## src/rtl/conv_sched_pkg.sv

```systemverilog
// Shared types and helpers for the 3x3 convolution pass sequencer.
package conv_sched_pkg;

    typedef enum logic [1:0] {
        FN_EDGE  = 2'b00,
        FN_BLUR  = 2'b01,
        FN_SHARP = 2'b10,
        FN_NOP   = 2'b11
    } func_e;

    typedef enum logic [1:0] {
        ST_IDLE,
        ST_RUN,
        ST_FLUSH,
        ST_DONE
    } state_e;

    // Width of the row/column counters carried in the read tag.
    localparam int unsigned IDX_W = 12;

    typedef struct packed {
        logic [IDX_W-1:0] row;
        logic [IDX_W-1:0] col;
        logic [1:0]       phase;
    } rd_tag_t;

    // Border-replicate clamp of (v - 1) into 0..hi; callers pass v pre-biased by +1.
    function automatic logic [IDX_W-1:0] clamp_dec(input logic [IDX_W-1:0] v,
                                                   input logic [IDX_W-1:0] hi);
        logic [IDX_W-1:0] d;
        d = v - IDX_W'(1);
        if (v == '0) return '0;
        if (d > hi) return hi;
        return d;
    endfunction

endpackage

```

## src/rtl/conv_window_reg.sv

```systemverilog
// 3x3 sliding window: stages the two upper rows of each column, then shifts
// a full column in on the third phase and flags windows centred on real pixels.
module conv_window_reg
    import conv_sched_pkg::*;
(
    input  logic             clk,
    input  logic             rst_n,
    input  logic             in_vld,
    input  rd_tag_t          in_tag,
    input  logic [3:0]       in_data,
    output logic [3:0]       win00,
    output logic [3:0]       win01,
    output logic [3:0]       win02,
    output logic [3:0]       win10,
    output logic [3:0]       win11,
    output logic [3:0]       win12,
    output logic [3:0]       win20,
    output logic [3:0]       win21,
    output logic [3:0]       win22,
    output logic             win_valid,
    output logic [IDX_W-1:0] win_row,
    output logic [IDX_W-1:0] win_col
);

    logic [3:0] stage0;
    logic [3:0] stage1;
    logic       shift;

    assign shift = in_vld && (in_tag.phase == 2'd2);

    always_ff @(posedge clk or negedge rst_n) begin
        if (!rst_n) begin
            stage0    <= '0;
            stage1    <= '0;
            win00     <= '0;
            win01     <= '0;
            win02     <= '0;
            win10     <= '0;
            win11     <= '0;
            win12     <= '0;
            win20     <= '0;
            win21     <= '0;
            win22     <= '0;
            win_valid <= 1'b0;
            win_row   <= '0;
            win_col   <= '0;
        end else begin
            // Columns 0 and 1 of a row only prime the window; no output for them.
            win_valid <= shift && (in_tag.col >= IDX_W'(2));
            if (in_vld && (in_tag.phase == 2'd0)) stage0 <= in_data;
            if (in_vld && (in_tag.phase == 2'd1)) stage1 <= in_data;
            if (shift) begin
                win00   <= win01;
                win01   <= win02;
                win02   <= stage0;
                win10   <= win11;
                win11   <= win12;
                win12   <= stage1;
                win20   <= win21;
                win21   <= win22;
                win22   <= in_data;
                win_row <= in_tag.row;
                win_col <= in_tag.col;
            end
        end
    end

endmodule

```

## src/rtl/conv_sched.sv

```systemverilog
// Convolution pass sequencer: generates clamped source reads, feeds the window
// register to the external convolution element and writes results in raster order.
module conv_sched
    import conv_sched_pkg::*;
#(
    parameter int unsigned IMG_W  = 160,
    parameter int unsigned IMG_H  = 120,
    parameter int unsigned ADDR_W = 15
) (
    input  logic              clk,
    input  logic              rst_n,
    input  logic              start,
    input  logic [1:0]        func_in,
    input  logic [ADDR_W-1:0] src_base,
    input  logic [ADDR_W-1:0] dst_base,
    output logic              busy,
    output logic              done,
    output logic              rd_en,
    output logic [ADDR_W-1:0] rd_addr,
    input  logic [3:0]        rd_data,
    output logic [3:0]        win00,
    output logic [3:0]        win01,
    output logic [3:0]        win02,
    output logic [3:0]        win10,
    output logic [3:0]        win11,
    output logic [3:0]        win12,
    output logic [3:0]        win20,
    output logic [3:0]        win21,
    output logic [3:0]        win22,
    output logic [1:0]        func_out,
    input  logic [3:0]        conv_result,
    output logic              wr_en,
    output logic [ADDR_W-1:0] wr_addr,
    output logic [3:0]        wr_data
);

    localparam logic [IDX_W-1:0]  C_LAST     = IDX_W'(IMG_W + 1);
    localparam logic [IDX_W-1:0]  Y_LAST     = IDX_W'(IMG_H - 1);
    localparam logic [IDX_W-1:0]  X_MAX      = IDX_W'(IMG_W - 1);
    localparam logic [ADDR_W-1:0] ROW_STRIDE = ADDR_W'(IMG_W);

    state_e            state;
    state_e            state_n;
    func_e             func_q;
    logic [ADDR_W-1:0] src_q;
    logic [ADDR_W-1:0] dst_q;
    logic [IDX_W-1:0]  y;
    logic [IDX_W-1:0]  c;
    logic [1:0]        k;
    logic [1:0]        flush_cnt;
    logic              accept;
    logic              last_rd;
    logic [IDX_W-1:0]  row_cl;
    logic [IDX_W-1:0]  col_cl;
    logic [ADDR_W-1:0] rd_addr_raw;
    rd_tag_t           tag_q;
    logic              tag_vld;
    logic              win_valid;
    logic [IDX_W-1:0]  win_row;
    logic [IDX_W-1:0]  win_col;

    assign accept  = (state == ST_IDLE) && start;
    assign last_rd = (y == Y_LAST) && (c == C_LAST) && (k == 2'd2);

    always_ff @(posedge clk or negedge rst_n) begin
        if (!rst_n) state <= ST_IDLE;
        else        state <= state_n;
    end

    always_comb begin
        state_n = state;
        busy    = 1'b0;
        done    = 1'b0;
        rd_en   = 1'b0;
        case (state)
            ST_IDLE: begin
                if (start) state_n = ST_RUN;
            end
            ST_RUN: begin
                busy  = 1'b1;
                rd_en = 1'b1;
                if (last_rd) state_n = ST_FLUSH;
            end
            // Covers read latency, the final window shift and the final write.
            ST_FLUSH: begin
                busy = 1'b1;
                if (flush_cnt == 2'd2) state_n = ST_DONE;
            end
            ST_DONE: begin
                done    = 1'b1;
                state_n = ST_IDLE;
            end
            default: state_n = ST_IDLE;
        endcase
    end

    always_ff @(posedge clk or negedge rst_n) begin
        if (!rst_n) begin
            func_q    <= FN_EDGE;
            src_q     <= '0;
            dst_q     <= '0;
            y         <= '0;
            c         <= '0;
            k         <= '0;
            flush_cnt <= '0;
            tag_q     <= '0;
            tag_vld   <= 1'b0;
        end else begin
            tag_vld   <= rd_en;
            tag_q     <= '{row: y, col: c, phase: k};
            flush_cnt <= (state == ST_FLUSH) ? flush_cnt + 2'd1 : '0;
            if (accept) begin
                func_q <= func_e'(func_in);
                src_q  <= src_base;
                dst_q  <= dst_base;
                y      <= '0;
                c      <= '0;
                k      <= '0;
            end else if (state == ST_RUN) begin
                if (k == 2'd2) begin
                    k <= '0;
                    if (c == C_LAST) begin
                        c <= '0;
                        y <= y + IDX_W'(1);
                    end else begin
                        c <= c + IDX_W'(1);
                    end
                end else begin
                    k <= k + 2'd1;
                end
            end
        end
    end

    // Phase k selects the window row (y-1..y+1); column counter is biased by +1.
    always_comb begin
        row_cl      = clamp_dec(y + IDX_W'(k), Y_LAST);
        col_cl      = clamp_dec(c, X_MAX);
        rd_addr_raw = src_q + ADDR_W'(row_cl) * ROW_STRIDE + ADDR_W'(col_cl);
    end

    assign rd_addr  = rd_en ? rd_addr_raw : '0;
    assign func_out = func_q;

    conv_window_reg u_window (
        .clk       (clk),
        .rst_n     (rst_n),
        .in_vld    (tag_vld),
        .in_tag    (tag_q),
        .in_data   (rd_data),
        .win00     (win00),
        .win01     (win01),
        .win02     (win02),
        .win10     (win10),
        .win11     (win11),
        .win12     (win12),
        .win20     (win20),
        .win21     (win21),
        .win22     (win22),
        .win_valid (win_valid),
        .win_row   (win_row),
        .win_col   (win_col)
    );

    always_ff @(posedge clk or negedge rst_n) begin
        if (!rst_n) begin
            wr_en   <= 1'b0;
            wr_addr <= '0;
            wr_data <= '0;
        end else begin
            wr_en <= win_valid;
            if (win_valid) begin
                wr_addr <= dst_q + ADDR_W'(win_row) * ROW_STRIDE + ADDR_W'(win_col) - ADDR_W'(2);
                wr_data <= conv_result;
            end
        end
    end

endmodule

```

## config.mk

```make
export PLATFORM = sky130hd
export DESIGN_NAME = conv_sched
export DESIGN_NICKNAME = d
export VERILOG_FILES = /design/src/rtl/conv_sched_pkg.sv /design/src/rtl/conv_window_reg.sv /design/src/rtl/conv_sched.sv
export SDC_FILE = /design/constraint.sdc
export NUM_CORES = 1
export LEC_CHECK = 0
export CORE_ASPECT_RATIO = 1.1
export CORE_MARGIN = 4
export CORE_UTILIZATION = 60
export CTS_BUF_LIST = sky130_fd_sc_hd__clkbuf_4
export CTS_CLUSTER_SIZE = 10
export DETAILED_ROUTE_END_ITERATION = 7
export DONT_BUFFER_PORTS = 1
export GPL_TIMING_DRIVEN = 0
export HOLD_SLACK_MARGIN = 0.05
export PLACE_DENSITY_LB_ADDON = 0.12
export SYNTH_ARGS = -nofsm -noshare
export SYNTH_HDL_FRONTEND = slang
export SYNTH_SLANG_ARGS = --single-unit
```

## constraint.sdc

```tcl
create_clock -name clk -period 13 [get_ports clk]
set_input_delay 1.95 -clock clk [delete_from_list [all_inputs] [get_ports clk]]
set_output_delay 1.95 -clock clk [all_outputs]
set_load 0.1 [all_outputs]
```

==> summary.md <==
| Metric | Value |
|---|---|
| Status | `complete, no violations` |
| Setup-violating endpoint count in the final report | `0` |
| Root Buffer Master | `sky130_fd_sc_hd__clkbuf_4` |
| Number of enable-type register cells in the synthesized netlist | `0` |
| Horizontal die dimension | `133 um` |
| Number of instances in the synthesized netlist | `968` |
| Number of antenna violations at the first check in global routing | `1` |
| Worst Tran Pin Value | `1.36 ns` |
| Clock Tree Buf Depth | `2` |
| TritonCTS buffer count | `17` |
| Number of nets in the layout | `1146` |
| Worst-path clk slew | `0.15 ns` |
| Required time of the critical path | `11.05 ns` |
| Final Non-Filler Cells | `1212` |
| Share of layout cells above drive strength 1 | `0.156` |
| Area taken by multi-input logic gates | `5450 um^2` |
| Number of cell instances on the worst register-to-register path | `15` |
| Beginning of the worst hold path | `y[7]` |
| Count of maximum capacitance violations | `0` |
| Type of element capturing the critical path | `output pin` |
| Congestion Overflow GR | `0` |
| Fin. Hold Viols | `0` |
| Share of synthesized area spent on multiplexers | `0.0985` |
| Fin crit share | `0.736` |
| Number of stages on the worst hold path | `0` |
| Setup repair bufs after CTS | `0` |
| Hold EP | `tag_q[21]` |
| Number of hold buffers added after CTS | `0` |
| Post-DP HPWL | `14.8 mm` |
| Via count of the first global-routing pass | `6886` |
| Async set-or-reset flop fraction in the synthesized netlist | `1.00` |
| Die outline area | `19200 um^2` |
| Global-route wire length before repair | `33.4 mm` |
| Share of the synthesized area in compound gates (AO/OA/AOI/OAI) | `0.0961` |
| Drt first-iter violations | `306` |
| Cell total after placement | `1179` |
| Area fraction in and, or, nand and nor cells after synthesis | `0.132` |
| Arithmetic-cell share of the synthesized area counting full adders, half adders and majority gates | `0.147` |
| Maximum fanout along the worst path | `6` |
| Slack of the worst reg-to-reg path | `9.07 ns` |
| Vias | `6832` |
| Number of sinks handled by clock tree synthesis | `174` |
| WHS | `0.389 ns` |
| Core box area | `16600 um^2` |
| Leading cell type in the layout, fill and taps excluded | `sky130_fd_sc_hd__dfrtp_1` |
| Type of the worst min-delay path | `reg -> reg` |
| Post-cts resize count | `0` |
| Sequential Area | `4350 um^2` |
| R2r startpoint | `u_window.win_row[1]` |
| Peak clock frequency supported by timing | `0.105 GHz` |
| Largest net degree at the start of global routing | `175` |
| Setup repair after global routing missed its margin | `false` |
| Remaining DRCs | `0` |
| Placement row count | `49` |
| Mean post-synth cell area | `10.6 um^2` |
| Dominant synthesized flop cell | `sky130_fd_sc_hd__dfrtp_1` |
| Part of the Yosys area used for sequential elements | `0.425` |
| Synth cell types | `75` |
| Critical path startpoint category | `register` |
| CTS tree | `yes` |
| Total track usage | `0.210` |
| Main combinational cell family by area after synthesis | `adder cells` |
| Min cycle time layout | `9.57 ns` |
| RR Endpoint | `wr_addr[12]` |
| Clock Latency Late Sink | `0.59 ns` |
| Max-slew violations | `0` |
| Synthesized-area fraction occupied by xor and xnor cells | `0.0539` |
| Final setup skew | `0.0279 ns` |
| Most frequent cells in the layout | `sky130_fd_sc_hd__dfrtp_1 (174), sky130_fd_sc_hd__nand2_1 (96), sky130_fd_sc_hd__ha_1 (90)` |
| Antenna Violating Nets Remaining | `0` |
| Setup TNS after final layout | `0 ns` |
| Arrival @ worst endpoint | `7.62 ns` |
| Setup Crit Path Kind | `reg -> out` |
| Max-slew headroom | `0.0733` |
| Area Growth Syn to Fin | `6.29%` |
| Via/cell ratio | `5.64` |
| Routed WL per cell | `16.1 um` |
| Filler Cell Count | `1329` |
| Iteration count of the initial detailed-routing pass | `4` |
| Post-synthesis instance area | `10200 um^2` |
| Port Buffers | `0` |
| Flops & latches, synth | `174` |
| Starting density of the core | `0.619` |
| H-tree depth | `4` |
| Total wirelength of the detailed-routed design | `19.5 mm` |
| Routability cong. | `0.881` |
| Synthesis warning total | `0` |
| Y dimension of the die | `145 um` |
| Number of ports placed on the die boundary | `119` |
[stage by stage]
stage | area, um^2 | util | worst slack [ns]
after CTS | 10900 | 0.658 | 3.34
after global routing | 10900 | 0.658 | 2.88
after floorplan | 10300 | - | 4.23
final | 10900 | 0.658 | 3.43
after detailed placement | 10600 | 0.638 | 4.05
after global placement | 10500 | 0.635 | 3.62
[cells by family (layout without fill, tap and decap cells)]
kind of cell / count (synthesis) / in the layout
xor+xnor: 63 / 63
flops: 174 / 174
fa+ha+maj: 109 / 109
other cells: 1 / 7
simple gates: 265 / 265
buf+inv: 114 / 148
mux: 90 / 90
compound gates: 152 / 152
[metal layers]
metal	part of all wire	global-route usage	wire length, um	vias up
met2	0.50	0.361	9690	129
met4	0.017	0.0629	333	0
met1	0.45	0.270	8720	3315
met3	0.038	0.0402	747	21
met5	0	0	0	-
li1	-	-	-	3367
[critical path, cell delays in order (launching register included)]
cell	delay, ns
sky130_fd_sc_hd__dfrtp_1	0.49
sky130_fd_sc_hd__ha_1	0.29
sky130_fd_sc_hd__inv_1	0.07
sky130_fd_sc_hd__fa_1	0.56
sky130_fd_sc_hd__ha_1	0.30
sky130_fd_sc_hd__mux2_2	0.36
sky130_fd_sc_hd__a22oi_1	0.17
sky130_fd_sc_hd__xnor2_1	0.17
sky130_fd_sc_hd__nor2_1	0.32
sky130_fd_sc_hd__nand2b_4	0.11
sky130_fd_sc_hd__a31oi_1	0.35
sky130_fd_sc_hd__ha_1	0.31
sky130_fd_sc_hd__ha_1	0.23
sky130_fd_sc_hd__fa_1	0.41
sky130_fd_sc_hd__xor2_1	0.18
sky130_fd_sc_hd__fa_1	0.45
sky130_fd_sc_hd__ha_1	0.37
sky130_fd_sc_hd__a21o_1	0.21
sky130_fd_sc_hd__a31oi_1	0.21
sky130_fd_sc_hd__nor3b_1	0.28
sky130_fd_sc_hd__a21oi_1	0.14
sky130_fd_sc_hd__mux2i_2	1.08
[layout make-up]
type	count	area share
clock inverters	15	0.0178
clock buffers	17	0.0117
well taps	204	0.0234
inverters	74	0.0255
diodes	1	0.000230
repair buffers	2	0.00276
flip-flops and latches	174	0.400
plain buffers	40	0.0184
multi-input cells	685	0.500
[registers in the layout (all words and copies together) (netlist names), 4 cells and up]
name              flops
u_window.stage1       4
u_window.win12        4
u_window.win11        4
dst_q                15
wr_data               4
u_window.win01        4
u_window.win10        4
u_window.win20        4
tag_q                24
u_window.win_col     12
u_window.win22        4
u_window.win00        4
u_window.win02        4
c                    12
y                    12
u_window.win21        4
src_q                15
u_window.win_row     10
u_window.stage0       4
wr_addr              15
[worst max path at each step]
stage	startpoint	endpoint	slack, ns	cells past startpoint
after floorplan	y[0]	rd_addr[13]	4.23	21
after global placement	y[0]	rd_addr[13]	3.62	21
after detailed placement	k[0]	rd_addr[13]	4.05	21
after CTS	k[0]	rd_addr[13]	3.34	21
after global routing	k[0]	rd_addr[13]	2.88	21
final	k[0]	rd_addr[13]	3.43	21
[cells in the mapped netlist (14+ instances only)]
cell                         n  area (um^2)
sky130_fd_sc_hd__a21o_1     15          113
sky130_fd_sc_hd__xor2_1     21          184
sky130_fd_sc_hd__ha_1       90         1130
sky130_fd_sc_hd__dfrtp_1   174         4350
sky130_fd_sc_hd__fa_1       19          380
sky130_fd_sc_hd__a21oi_1    48          240
sky130_fd_sc_hd__inv_1      73          274
sky130_fd_sc_hd__o21ai_0    35          175
sky130_fd_sc_hd__nand2_1    96          360
sky130_fd_sc_hd__mux2_2     86          968
sky130_fd_sc_hd__and2_1     14         87.6
sky130_fd_sc_hd__and3_1     14         87.6
sky130_fd_sc_hd__clkbuf_1   15         56.3
sky130_fd_sc_hd__nor2_1     52          195
sky130_fd_sc_hd__xnor2_1    42          368
Power is not shown: default switching activity piles up to over one toggle a cycle in this logic, so the estimate is an artifact.
